File: config.mk
export PLATFORM = sky130hd
export DESIGN_NAME = avfs_controller
export DESIGN_NICKNAME = d
export VERILOG_FILES = /design/src/rtl/avfs_controller.sv
export SDC_FILE = /design/constraint.sdc
export NUM_CORES = 1
export LEC_CHECK = 0
export BUFFER_PORTS_ARGS = -buffer_cell sky130_fd_sc_hd__buf_4
export CELL_PAD_IN_SITES_DETAIL_PLACEMENT = 0
export CELL_PAD_IN_SITES_GLOBAL_PLACEMENT = 1
export CORE_ASPECT_RATIO = 1.1
export CORE_UTILIZATION = 47
export DETAILED_ROUTE_END_ITERATION = 7
export PLACE_DENSITY = 0.82
export SYNTH_ARGS = -nofsm -noshare
export SYNTH_HDL_FRONTEND = slang
export SYNTH_SLANG_ARGS = --single-unit
File: constraint.sdc
create_clock -name clk -period 5 [get_ports clk]
set_input_delay 0.5 -clock clk [delete_from_list [all_inputs] [get_ports clk]]
set_output_delay 0.5 -clock clk [all_outputs]
set_load 0.02 [all_outputs]
File: src/rtl/avfs_controller.sv
// Adaptive voltage/frequency scaling controller: windowed activity count steps freq_sel up/down.
// Latency: freq_sel updates on the edge after a window end; APB writes land on the access edge, reads are combinational.
// Backpressure: none; APB port has no wait states and activity is sampled every cycle.
//
// Ports:
//   clk, rst_n            - clock (rising edge), asynchronous active-low reset
//   activity              - per-cycle busy indication
//   freq_sel[3:0]         - registered performance level (0 slowest, 15 fastest)
//   apb_sel/apb_we        - single-cycle register access select / write enable
//   apb_addr/apb_wdata    - byte address / write data
//   apb_rdata             - combinational read data (0 when idle or unmapped)
module avfs_controller #(
    parameter logic [3:0] RST_LEVEL = 4'h8,
    parameter int         CNT_W     = 16
) (
    input  logic        clk,
    input  logic        rst_n,
    input  logic        activity,
    output logic [3:0]  freq_sel,
    input  logic        apb_sel,
    input  logic        apb_we,
    input  logic [7:0]  apb_addr,
    input  logic [31:0] apb_wdata,
    output logic [31:0] apb_rdata
);

    localparam logic [7:0] ADDR_CTRL   = 8'h00;
    localparam logic [7:0] ADDR_WINDOW = 8'h04;
    localparam logic [7:0] ADDR_UP_TH  = 8'h08;
    localparam logic [7:0] ADDR_DN_TH  = 8'h0C;
    localparam logic [7:0] ADDR_LIMITS = 8'h10;
    localparam logic [7:0] ADDR_STATUS = 8'h14;
    localparam logic [7:0] ADDR_ACT    = 8'h18;

    logic             enable_q,  enable_d;
    logic             manual_q,  manual_d;
    logic [3:0]       man_lvl_q, man_lvl_d;
    logic [CNT_W-1:0] window_q,  window_d;
    logic [CNT_W-1:0] up_th_q,   up_th_d;
    logic [CNT_W-1:0] dn_th_q,   dn_th_d;
    logic [3:0]       lim_min_q, lim_min_d;
    logic [3:0]       lim_max_q, lim_max_d;
    logic [3:0]       freq_q,    freq_d;
    logic [CNT_W-1:0] wc_q,      wc_d;
    logic [CNT_W-1:0] act_q,     act_d;
    logic [CNT_W-1:0] last_q,    last_d;

    logic [3:0]       lo, hi;
    logic [CNT_W-1:0] win_last;
    logic [CNT_W-1:0] act_total;
    logic             auto_mode, win_end, wr_en, restart;

    // Upper write-data bits have no register behind them.
    logic unused_wdata;
    assign unused_wdata = ^apb_wdata[31:16];

    function automatic logic [3:0] clamp(input logic [3:0] x, input logic [3:0] l,
                                         input logic [3:0] h);
        if (x < l)      return l;
        else if (x > h) return h;
        else            return x;
    endfunction

    always_comb begin
        // An inverted min/max pair collapses the low bound onto max.
        lo        = (lim_min_q < lim_max_q) ? lim_min_q : lim_max_q;
        hi        = lim_max_q;
        // WINDOW of 0 behaves as 1, i.e. every cycle ends a window.
        win_last  = (window_q == '0) ? '0 : window_q - 1'b1;
        act_total = (act_q == '1) ? act_q : act_q + CNT_W'(activity);
        auto_mode = enable_q & ~manual_q;
        win_end   = auto_mode && (wc_q == win_last);
        wr_en     = apb_sel & apb_we;
        restart   = wr_en && (apb_addr == ADDR_CTRL || apb_addr == ADDR_WINDOW ||
                              apb_addr == ADDR_UP_TH || apb_addr == ADDR_DN_TH);

        enable_d  = enable_q;
        manual_d  = manual_q;
        man_lvl_d = man_lvl_q;
        window_d  = window_q;
        up_th_d   = up_th_q;
        dn_th_d   = dn_th_q;
        lim_min_d = lim_min_q;
        lim_max_d = lim_max_q;
        freq_d    = freq_q;
        wc_d      = wc_q;
        act_d     = act_q;
        last_d    = last_q;

        // Level update: manual override, then out-of-range clamp, then windowed step.
        if (enable_q && manual_q) begin
            freq_d = clamp(man_lvl_q, lo, hi);
        end else if (freq_q < lo || freq_q > hi) begin
            freq_d = clamp(freq_q, lo, hi);
        end else if (win_end) begin
            if (act_total >= up_th_q && freq_q < hi)      freq_d = freq_q + 4'd1;
            else if (act_total <= dn_th_q && freq_q > lo) freq_d = freq_q - 4'd1;
        end

        // Window and activity counters only run in auto mode.
        if (!auto_mode) begin
            wc_d  = '0;
            act_d = '0;
        end else if (win_end) begin
            wc_d   = '0;
            act_d  = '0;
            last_d = act_total;
        end else begin
            wc_d  = wc_q + 1'b1;
            act_d = act_total;
        end

        // Reprogramming control or thresholds starts a fresh window.
        if (restart) begin
            wc_d  = '0;
            act_d = '0;
        end

        if (wr_en) begin
            case (apb_addr)
                ADDR_CTRL: begin
                    enable_d  = apb_wdata[0];
                    manual_d  = apb_wdata[1];
                    man_lvl_d = apb_wdata[7:4];
                end
                ADDR_WINDOW: window_d = apb_wdata[CNT_W-1:0];
                ADDR_UP_TH:  up_th_d  = apb_wdata[CNT_W-1:0];
                ADDR_DN_TH:  dn_th_d  = apb_wdata[CNT_W-1:0];
                ADDR_LIMITS: begin
                    lim_min_d = apb_wdata[3:0];
                    lim_max_d = apb_wdata[11:8];
                end
                default: ;
            endcase
        end
    end

    always_ff @(posedge clk or negedge rst_n) begin
        if (!rst_n) begin
            enable_q  <= 1'b1;
            manual_q  <= 1'b0;
            man_lvl_q <= 4'd0;
            window_q  <= CNT_W'(64);
            up_th_q   <= CNT_W'(48);
            dn_th_q   <= CNT_W'(16);
            lim_min_q <= 4'd0;
            lim_max_q <= 4'd15;
            freq_q    <= RST_LEVEL;
            wc_q      <= '0;
            act_q     <= '0;
            last_q    <= '0;
        end else begin
            enable_q  <= enable_d;
            manual_q  <= manual_d;
            man_lvl_q <= man_lvl_d;
            window_q  <= window_d;
            up_th_q   <= up_th_d;
            dn_th_q   <= dn_th_d;
            lim_min_q <= lim_min_d;
            lim_max_q <= lim_max_d;
            freq_q    <= freq_d;
            wc_q      <= wc_d;
            act_q     <= act_d;
            last_q    <= last_d;
        end
    end

    assign freq_sel = freq_q;

    always_comb begin
        apb_rdata = '0;
        if (apb_sel && !apb_we) begin
            case (apb_addr)
                ADDR_CTRL: begin
                    apb_rdata[0]   = enable_q;
                    apb_rdata[1]   = manual_q;
                    apb_rdata[7:4] = man_lvl_q;
                end
                ADDR_WINDOW: apb_rdata = 32'(window_q);
                ADDR_UP_TH:  apb_rdata = 32'(up_th_q);
                ADDR_DN_TH:  apb_rdata = 32'(dn_th_q);
                ADDR_LIMITS: begin
                    apb_rdata[3:0]  = lim_min_q;
                    apb_rdata[11:8] = lim_max_q;
                end
                ADDR_STATUS: begin
                    apb_rdata[3:0]   = freq_q;
                    apb_rdata[31:16] = 16'(last_q);
                end
                ADDR_ACT: apb_rdata = 32'(act_q);
                default:  apb_rdata = '0;
            endcase
        end
    end

endmodule

# [Word level (Yosys, flattened, before mapping)]
# Cells that the tools add are included.
[totals] ff_bits=114 out_inout_bits=36 in_bits=45 elab_cells=85
[op_classes] n_reduce_logical=22 bitwise_logic=3 n_mux=25 add_sub_neg=5 eq_ne=9 magnitude_cmp=9
[op_table] operator="$mux 16" n=9
[op_table] operator="$mux 4" n=10
[op_table] operator="$pmux 4 s5" n=2
[op_table] operator="$mux 32" n=1
[op_table] operator="$eq 8x5->1 const B" n=3
[op_table] operator="$add 16x1->16" n=1
[op_table] operator="$add 16x1->16 const B" n=1
[op_table] operator="$eq 16x16->1" n=1
[op_table] operator="$eq 16x16->1 const B" n=1
[op_table] operator="$eq 8x4->1 const B" n=2
[op_table] operator="$ge 16x16->1" n=1
[op_table] operator="$le 16x16->1" n=1
[op_table] operator="$logic_not 16->1" n=1
[op_table] operator="$lt 4x4->1" n=4
[op_table] operator="$pmux 4 s4" n=1
[op_table] operator="$sub 16x1->16 const B" n=1
[op_table] operator="$pmux 2 s7" n=1
[op_table] operator="$gt 4x4->1" n=3
[op_table] operator="$pmux 2 s6" n=1
[op_table] operator="$reduce_and 2->1" n=6
[op_table] operator="$eq 8x3->1 const B" n=1
[op_table] operator="$logic_not 8->1" n=1
[op_table] operator="$logic_and 1x1->1" n=6
[op_table] operator="$add 4x1->4 const B" n=1
[op_table] operator="9 further kinds" n=13

# [Logic depth before layout (Yosys ltp)]
# Gate-level depths: netlist (run 1).
[logic_depth] ltp_word=9 depth_mapped=22

# [Worst setup path before layout (run 1)]
# No wires, ideal clock.
[synth_path] path_type="flip-flop to flip-flop" from="register act_q[8]" to="register freq_q[3], in the netlist freq_sel[3]" n_path_buf=0 required_time_ps=4936 stages_incl_launch_ff=22 t_arrival_ps=4110 setup_slack_ps=826 path_cell_list="dfrtp_1 and4_1 and3_1 nand3_1 nand4_1 nor2_1 nand4_1 xnor2_1 ha_1 nand4_1 nor4_1 nor4b_1 a211oi_1 inv_1 ha_1 a21o_1 a21oi_1 xnor2_1 nor2_1 a222oi_1 nand4b_1 nand3_1"
[synth_via] elab_chain_len=8 elab_cells_between_ends=13
[synth_rtl] element="from (decl)" line_no="45" source="logic [CNT_W-1:0] act_q, act_d;"
[synth_rtl] element="from (signal assigned)" line_no="163" source="act_q <= act_d;"
[synth_rtl] element="$add 16x1->16 or $eq 16x16->1 (tied branches)" line_no="70" source="act_total = (act_q == '1) ? act_q : act_q + CNT_W'(activity);"
[synth_rtl] element="$mux 16 *" line_no="70"
[synth_rtl] element="via act_total[11]" line_no="50" source="logic [CNT_W-1:0] act_total;"
[synth_rtl] element="$ge 16x16->1" line_no="96" source="if (act_total >= up_th_q && freq_q < hi) freq_d = freq_q + 4'd1;"
[synth_rtl] element="$logic_and 1x1->1" line_no="96"
[synth_rtl] element="$mux 4" line_no="96"
[synth_rtl] element="$mux 4" line_no="95" source="end else if (win_end) begin"
[synth_rtl] element="$mux 4" line_no="93" source="end else if (freq_q < lo || freq_q > hi) begin"
[synth_rtl] element="$mux 4" line_no="91" source="if (enable_q && manual_q) begin"
[synth_rtl] element="to (signal assigned)" line_no="161" source="freq_q <= freq_d;"
[synth_rtl] element="to (decl)" line_no="43" source="logic [3:0] freq_q, freq_d;"
# Mark *: on every way through the listed nets, which the timed path passes. The rest lies on a longest branch. The select of a mux whose other input is x is not followed.
# A chain may end at the register's enable or synchronous reset.

# [Worst setup path in the final report (run 1)]
[layout_path] from="register act_q[4]" to="register freq_q[3], in the netlist freq_sel[3]"
# Same word-level chain as after synthesis.

==> metrics, run 1 <==
mux share of post-synthesis cell area=12.13%; clk buf depth=2; IO Pins=81; number of iterations in the first detailed-routing pass=8; drt wl/cell=between 20 and 25 microns; Core ar.=between 15000 and 20000 sq um; top-area cell type share of the netlist area=33.27%; # hold bufs at CTS=0; CTS clock-pin slew for the worst setup and hold paths=around 0.060 ns; synthesized-area fraction occupied by adder cells=approximately a tenth; first-pass GRT wire length=around 36000 microns; Fin Hold WS=between 0.15 and 0.2 ns; final core occ=56.77%; H-tree depth=4; sequential share of the synthesized area=between 30% and 40%; CTS Buf Count=17; Synth Area in Compound Gates=between 10% and 20%; Antenna diodes=0; Initial Utilization=47.96%; syn nets=about 900; num rows=49; Final Max Slew Viols=0; Setup crit end kind=flip-flop; area delta synth->final=18.38%; total track usage=~28%; vias per cell=about 6.1; Final Hold Viols=0; Starting DRT DRC Count=just under 600; Finish-stage setup viols=0; CP Class=flip-flop to flip-flop; Top FF cell, synth=dfrtp_1; CTS Sinks=between 100 and 150; CP arrival=5.03 ns; fmax=around 0.21 GHz; Root Driver=clkbuf_16; synth warn=0; EDFF count, synth=0; port bufs=between 60 and 70; fin cells=1106; Post-Syn Area=between 7000 and 8000 sq um; Max-cap violations=0; CP Max Fanout=6; setup tns final=0 ns; final net count=between 900 and 1k; placed cell area=8588 sq um; # fillers=between 1k and 1.5k; Required @ worst endpoint=about 5.4 ns; Die Span X=125.0 microns; Sequential cell area=between 2000 and 3000 sq um; footprint of the multi-input gates=around 4700 sq um; ratio of cells with drive above 1 in the final layout=24.83%; Synth cell types=67; pre-CTS WS=0.1227 ns; worst hold path class=input pin to async pin; Pwr Total=a little under 3 mW; max_slew headroom=roughly a third; Worst VDD drop=0.0003102 V; largest family of logic cells by synthesized area=simple AND/OR/NAND/NOR gates; Cells after Synth=approximately 800; height of the die=between 100 and 150 microns; Final period util=approximately 93%; DRC=14; status=complete, but fails checks; Die Area=between 15000 and 20000 sq um; via total after detailed routing=around 6.7k; vias in the first global route=roughly 6.7k; largest area contributor in the netlist=dfrtp_1; RD Place Congestion=0.9018; Post-Synth XOR/XNOR Area=roughly 4.7%; worst-skew pair later-pin latency=around 0.43 ns; syn_area_per_cell=roughly 9.5 sq um; initial antenna violation count=0; Worst Tran Pin Value=around 0.97 ns; Final ANT Viol Nets=0; pin count of the biggest net entering global routing=between 60 and 70; failing checks=DRC; Worst Skew=0.01758 ns; Post-Synth Simple-Gate Area=around 20%; hpwl dp=~17000 microns; post-route cell area=~9300 sq um; FF+latch count, synth=roughly 110; Synth async-reset ratio=100.0%; placed cells=between 1k and 1.5k; Post-synth top cells=dfrtp_1, nor2_1, mux2_2; GRT overflow=0; Leakage=approximately 4.2 nW; Synth area leaders=dfrtp_1, ha_1, mux2_2, dfstp_2, nor2_1; PwrDens=between 300 and 400 nW/um^2; Routed Wire Length=about 23000 microns; Worst setup SP type=flip-flop; top-count cell post-synth=dfrtp_1; CTS tree=built; final setup margin=0.3452 ns; min cycle time layout=4.655 ns
[flip-flops by register name, indices dropped and copies added (netlist names), 16 cells and up]
signal,count
act_q,16
wc_q,16
window_q,16
last_q,16
up_th_q,16
dn_th_q,16
[timing repair]
item,4_1_cts,5_1_grt
setup endpoints to repair,0,3
endpoints found under the hold margin,0,0
buffers inserted,0,1
resized for setup,0,8
[layer usage]
| metal | global-route usage (%) | routed length [microns] |
|---|---|---|
| met2 | 46.99 | 11060 |
| met1 | 33.81 | 9514 |
| met3 | 4.194 | 1157 |
| met5 | 0 | 0 |
| met4 | 14.70 | 908 |
[final timing paths]
path                            slack, ns           from      endpoint  depth (start not counted)
worst min register to register       0.48      last_q[0]     last_q[0]                          2
worst max-delay path                 0.35       act_q[4]   freq_sel[3]                         21
worst min-delay path                 0.16          rst_n    dn_th_q[2]                          1
min in group clk                     0.32  apb_wdata[14]  window_q[14]                          3
worst max register to register       0.35       act_q[4]   freq_sel[3]                         21
max in group asynchronous            3.65          rst_n       wc_q[9]                          2
[layout make-up]
cell class / instances / area share (%)
Inverter: 46 / 1.865
Clock inverter: 11 / 1.649
Tap cell: 204 / 2.757
Sequential cell: 114 / 30.95
Timing Repair Buffer: 91 / 7.378
Multi-Input combinational cell: 619 / 50.32
Clock buffer: 21 / 5.081
[where the power goes]
part / leakage [nW] / internal, mW / switching [mW]
combinational: 2.44 / 0.260 / 0.356
sequential: 1.51 / 0.963 / 0.0741
clock: 0.296 / 0.825 / 0.447
[cell usage in the layout (no fill, tap or decap), types with 7 or more instances in the layout]
cell       instances
xnor2_1           23
a22oi_1            8
nor4_1             7
and3_1             9
mux2_2            60
o21ai_0           26
buf_4             91
nand3_1           33
dfstp_2           10
mux2i_1            7
and2_1            21
xor2_1            18
nand2_1           56
nor3b_1            7
nand4_1           18
mux2_4            12
nor3_1            12
a222oi_1          17
clkbuf_16         17
a21o_1             7
a21oi_1           33
a31oi_1            8
dfrtp_1          104
nor2b_1           27
ha_1              57
inv_1             46
nor2_1            64
[critical path, cell delays in order, from the launching register on]
cell and delay [ns]:
dfrtp_1 0.49, nand4_1 0.19, nor3_1 0.34, nand3_2 0.16
nand4_1 0.25, nor2_1 0.08, xor2_1 0.17, ha_1 0.31
and4_1 0.18, o21ai_0 0.11, nor4_2 0.29, nor4b_2 0.09
a211oi_2 0.33, inv_1 0.11, buf_4 0.16, ha_1 0.30
a21oi_1 0.18, xnor2_1 0.16, nor2_1 0.07, a222oi_1 0.34
nand4b_1 0.14, nand3_1 0.11
[logic make-up after synthesis]
logic type | Yosys count
AOI/OAI and AO/OA | 142
xor gates and xnor gates | 42
adders and majority gates | 58
buffers and inverters | 87
DFF | 114
muxes | 80
and+or+nand+nor | 297
Power figures use the tool's default switching activity.
==> inputs of run 2 (changes only) <==
REMOVE_ABC_BUFFERS = 1   (was unset)
==> metrics, run 2 (synthesis results as in run 1) <==
H-tree depth=4; RD Place Congestion=0.9248; # hold bufs at CTS=0; Crit path top cell by count=nand4_1; IO Pins=approximately 80; reg2reg setup slack=about 0.29 ns; Crit Reg-Reg Endpoint=freq_sel[3]; Final ANT Viol Nets=0; Core ar.=approximately 16000 sq um; Root Driver=clkbuf_16; vias per cell=6.065; Worst VDD drop=between 0.0002 and 0.0003 V; PwrDens=about 320 nW/um^2; most common cell after layout, fill and taps aside=dfrtp_1; total track usage=27.57%; Initial Utilization=between 40% and 50%; CP peak stage delay=approximately 0.43 ns; Die Area=17160 sq um; Pwr Total=between 2 and 3 mW; area delta synth->final=18.89%; Final Max Slew Viols=0; CP Max Fanout=5; height of the die=between 100 and 150 microns; status=complete, but fails checks; CP max stage cell=dfrtp_1; hpwl dp=around 17000 microns; failing checks=DRC; placed cell area=8596 sq um; clk buf depth=2; ratio of cells with drive above 1 in the final layout=25.50%; pin count of the biggest net entering global routing=71; Antenna diodes=0; Final period util=between 90% and 100%; GRT overflow=0; delay-heaviest family, CP=simple AND/OR/NAND/NOR gates; via total after detailed routing=about 6.7k; CTS Sinks=approximately 110; max_slew headroom=34.42%; vias in the first global route=6669; Worst Skew=between 0.009 and 0.01 ns; final net count=around 1000; Routed Wire Length=about 23000 microns; Finish-stage setup viols=0; Fin Hold WS=about 0.21 ns; Setup crit end kind=flip-flop; CTS Buf Count=17; worst-skew pair later-pin latency=roughly 0.42 ns; number of iterations in the first detailed-routing pass=8; Required @ worst endpoint=between 5 and 6 ns; # fillers=around 1.4k; first-pass GRT wire length=around 36000 microns; crit path cell chain=and4_1 -> and3_1 -> nand3_2 -> nand4_1 -> nor2_4 -> nand4_1 -> xnor2_1 -> ha_1 -> nand4_1 -> nor4_2 -> nor4b_2 -> a211oi_2 -> inv_1 -> ha_1 -> a21o_1 -> a21oi_1 -> xnor2_1 -> nor2_1 -> a222oi_1 -> nand4b_1 -> nand3_1; CTS clock-pin slew for the worst setup and hold paths=0.06 ns; fin cells=about 1.1k; worst r2r path cells=21; DRC=8; Starting DRT DRC Count=630; drt wl/cell=just over 20 microns; Worst setup SP type=flip-flop; post-route cell area=approximately 9300 sq um; Die Span X=125.0 microns; WP depth=21; placed cells=around 1.1k; Leakage=4.268 nW; final core occ=57.02%; worst hold path class=input pin to async pin; Max-cap violations=0; Crit path buffers/inverters=1; fmax=between 0.2 and 0.25 GHz; CTS tree=built; CP arrival=between 5 and 6 ns; initial antenna violation count=0; Final Hold Viols=0; RR Startpoint=act_q[9]; min cycle time layout=4.712 ns; port bufs=64; most frequent cells in the layout=dfrtp_1, buf_4, nor2_1; num rows=49; Worst Tran Pin Value=between 0.9 and 1 ns; CP Class=flip-flop to flip-flop
-- run 2: cell types whose count changed in the layout (fill, tap and decap cells not counted), sizes merged --
cell      change
clkinvlp      -2
inv           +1
clkbuf        -2
buf           +4
bufinv        +1
clkinv        +2
-- run 2: metal layers --
layer | track usage (%) | vias to the layer above | routed length, microns
met2 | 45.59 | 229 | 10780
met3 | 5.010 | 48 | 1291
li1 | - | 3124 | -
met5 | 0 | - | 0
met1 | 35.26 | 3331 | 9920
met4 | 12.94 | 0 | 826
-- run 2: repair_timing --
| item | in CTS | in global routing |
|---|---|---|
| resized for setup | 1 | 10 |
| buffers inserted | 0 | 3 |
| pin swaps | 0 | 6 |
| endpoints found under the setup margin | 1 | 3 |
-- run 2: layout make-up --
cell class | count | area, sq um | share of cell area (%)
tap | 204 | 255.2 | 2.745
multi-input combinational | 619 | 4664 | 50.16
sequential | 114 | 2868 | 30.84
clock inverter | 13 | 182.7 | 1.964
clock buffer | 19 | 442.9 | 4.763
timing repair buffer | 95 | 713.2 | 7.670
inverter | 46 | 172.7 | 1.857
-- run 2: worst max path at each step --
stage | start | end | slack (ns)
floorplan | act_q[8] | freq_sel[3] | 0.83
global route | act_q[9] | freq_sel[3] | -0.06
global placement | act_q[10] | freq_sel[3] | 0.18
finish | act_q[9] | freq_sel[3] | 0.29
CTS | act_q[4] | freq_sel[3] | 0.20
detailed placement | act_q[4] | freq_sel[3] | 0.05
-- run 2: through the flow --
stage,setup slack [ns],TNS (ns)
finish,0.2877,0
CTS,0.1999,0
global placement,0.1800,0
floorplan,0.8260,0
detailed placement,0.04727,0
global route,-0.06287,-0.06287
-- run 2: report_power, final --
| group | internal [mW] | switching, mW | leakage (nW) |
|---|---|---|---|
| clock network | 0.847 | 0.452 | 0.307 |
| registers | 0.963 | 0.0688 | 1.51 |
| logic | 0.259 | 0.357 | 2.45 |
==> inputs of run 3 (changes only) <==
MAX_ROUTING_LAYER = met4   (was unset)
==> metrics, run 3 (synthesis results as in run 1) <==
Initial Utilization=approximately 48%; clk buf depth=2; Worst VDD drop=0.0003351 V; Worst setup SP type=flip-flop; Finish-stage setup viols=0; Routed Wire Length=about 23000 microns; area delta synth->final=18.77%; DRC=8; CTS Sinks=114; port bufs=64; Internal=2.018 mW; CP Max Fanout=5; IO Pins=between 80 and 90; min cycle time layout=about 4.7 ns; fmax=0.2141 GHz; via total after detailed routing=between 6k and 7k; Sw Share=30.55%; status=complete, but fails checks; height of the die=137.3 microns; Max-cap violations=0; final net count=between 900 and 1k; worst r2r path cells=22; drt wl/cell=between 20 and 25 microns; Sw Pwr=around 890 uW; placed cells=between 1k and 1.5k; setup tns final=0 ns; Root Driver=clkbuf_16; Die Span X=about 120 microns; Die Area=about 17000 sq um; # fillers=around 1.4k; number of iterations in the first detailed-routing pass=8; final setup margin=0.3294 ns; CTS clock-pin slew for the worst setup and hold paths=approximately 0.06 ns; Setup crit end kind=flip-flop; Leakage=between 4 and 5 nW; Antenna diodes=0; ratio of cells with drive above 1 in the final layout=25.41%; vias per cell=between 6 and 7; pre-CTS WS=around 0.11 ns; Worst Tran Pin Value=about 1.0 ns; total track usage=around 29%; CP arrival=5.03 ns; Starting DRT DRC Count=598; worst-skew pair later-pin latency=roughly 0.43 ns; combinational share of power=between 20 and 25%; Core ar.=approximately 16000 sq um; RD Place Congestion=between 0.8 and 0.9; Required @ worst endpoint=around 5.4 ns; num rows=a little under 50; Worst Skew=between 0.01 and 0.015 ns; Final Hold Viols=0; Final ANT Viol Nets=0; worst hold path class=input pin to async pin; CTS tree=built; Final Max Slew Viols=0; CTS Buf Count=17; sequential cell fraction of total power=between 30% and 40%; initial antenna violation count=0; CP Class=flip-flop to flip-flop; vias in the first global route=between 6k and 7k; max_slew headroom=a little under a third; failing checks=DRC; RSZ-0062 raised after global routing=no; fin cells=roughly 1.1k; hpwl dp=roughly 17000 microns; most common cell after layout, fill and taps aside=dfrtp_1; Fin Hold WS=between 0.2 and 0.25 ns; PwrDens=approximately 310 nW/um^2; Final period util=93.41%; pin count of the biggest net entering global routing=80; most frequent cells in the layout=dfrtp_1, buf_4, nor2_1; H-tree depth=4; first-pass GRT wire length=36230 microns; GRT overflow=0; Clock Power Share=43.0%; Pwr Total=approximately 2.9 mW; # hold bufs at CTS=0
==> run 3: changes by cell type in the layout (fill, tap and decap cells not counted) <==
cell,previous run,this run
buf_4,95,98
bufinv_16,4,3
clkinv_2,4,3
clkinv_4,2,0
clkinvlp_4,1,5
dfrtp_1,102,104
dfrtp_2,2,0
xnor2_1,23,24
xnor2_2,1,0
==> run 3: power groups by stage <==
stage | clock (mW) | sequential (mW) | combinational [mW]
after global placement | 0 | 1.04 | 0.593
final | 1.25 | 1.03 | 0.626
after floorplan | 0 | 1.04 | 0.389
after detailed placement | 0 | 1.05 | 0.623
after global routing | 1.30 | 1.04 | 0.700
after CTS | 1.26 | 1.03 | 0.626
==> run 3: area by class of cell <==
type	instances	area [sq um]	area share, %
multi-input cells	619	4657	50.13
flip-flops and latches	114	2865	30.85
repair buffers	98	735.7	7.920
clock buffers	19	442.9	4.768
well taps	204	255.2	2.748
inverters	46	172.7	1.859
clock inverters	13	160.2	1.724
==> run 3: critical path: stages (launching register included) <==
cell and delay (ns):
dfrtp_1 0.41, nand4_1 0.22, nor3_2 0.29, nand3_2 0.15, nand4_1 0.18, buf_4 0.17, nor2_1 0.05, xor2_1 0.15
ha_1 0.32, and4_1 0.20, o21ai_0 0.11, nor4_2 0.32, nor4b_2 0.10, a211oi_2 0.32, inv_1 0.11, buf_4 0.16
ha_1 0.31, a21oi_1 0.17, xnor2_1 0.17, nor2_1 0.07, a222oi_1 0.36, nand4b_1 0.15, nand3_1 0.10
==> run 3: final timing paths <==
check	from	end	slack [ns]
worst max register to register	act_q[6]	freq_sel[3]	0.33
min in group clk	apb_wdata[12]	window_q[12]	0.31
max in group asynchronous	rst_n	hi[0]	3.60
worst min-delay path	rst_n	wc_q[9]	0.25
worst max-delay path	act_q[6]	freq_sel[3]	0.33
worst min register to register	last_q[0]	last_q[0]	0.49
==> run 3: through the flow <==
| stage | util, % | cell area [sq um] |
|---|---|---|
| final | 56.96 | 9289 |
| after global routing | 56.96 | 9289 |
| after CTS | 56.68 | 9244 |
| after detailed placement | 52.98 | 8641 |
| after global placement | 52.98 | 8641 |
| after floorplan | - | 7651 |
==> run 3: layer usage <==
metal  share of wire [%]  vias up  track usage, %
met2                  48      229           47.14
met5                   0        -               -
li1                    -     3130               -
met4                 2.5        0           11.18
met1                  45     3345           36.09
met3                 4.7       44           3.534
==> run 3: what timing repair did <==
action | 4_1_cts | 5_1_grt
resized for setup | 0 | 8
setup endpoints to repair | 0 | 3
buffers inserted | 0 | 1
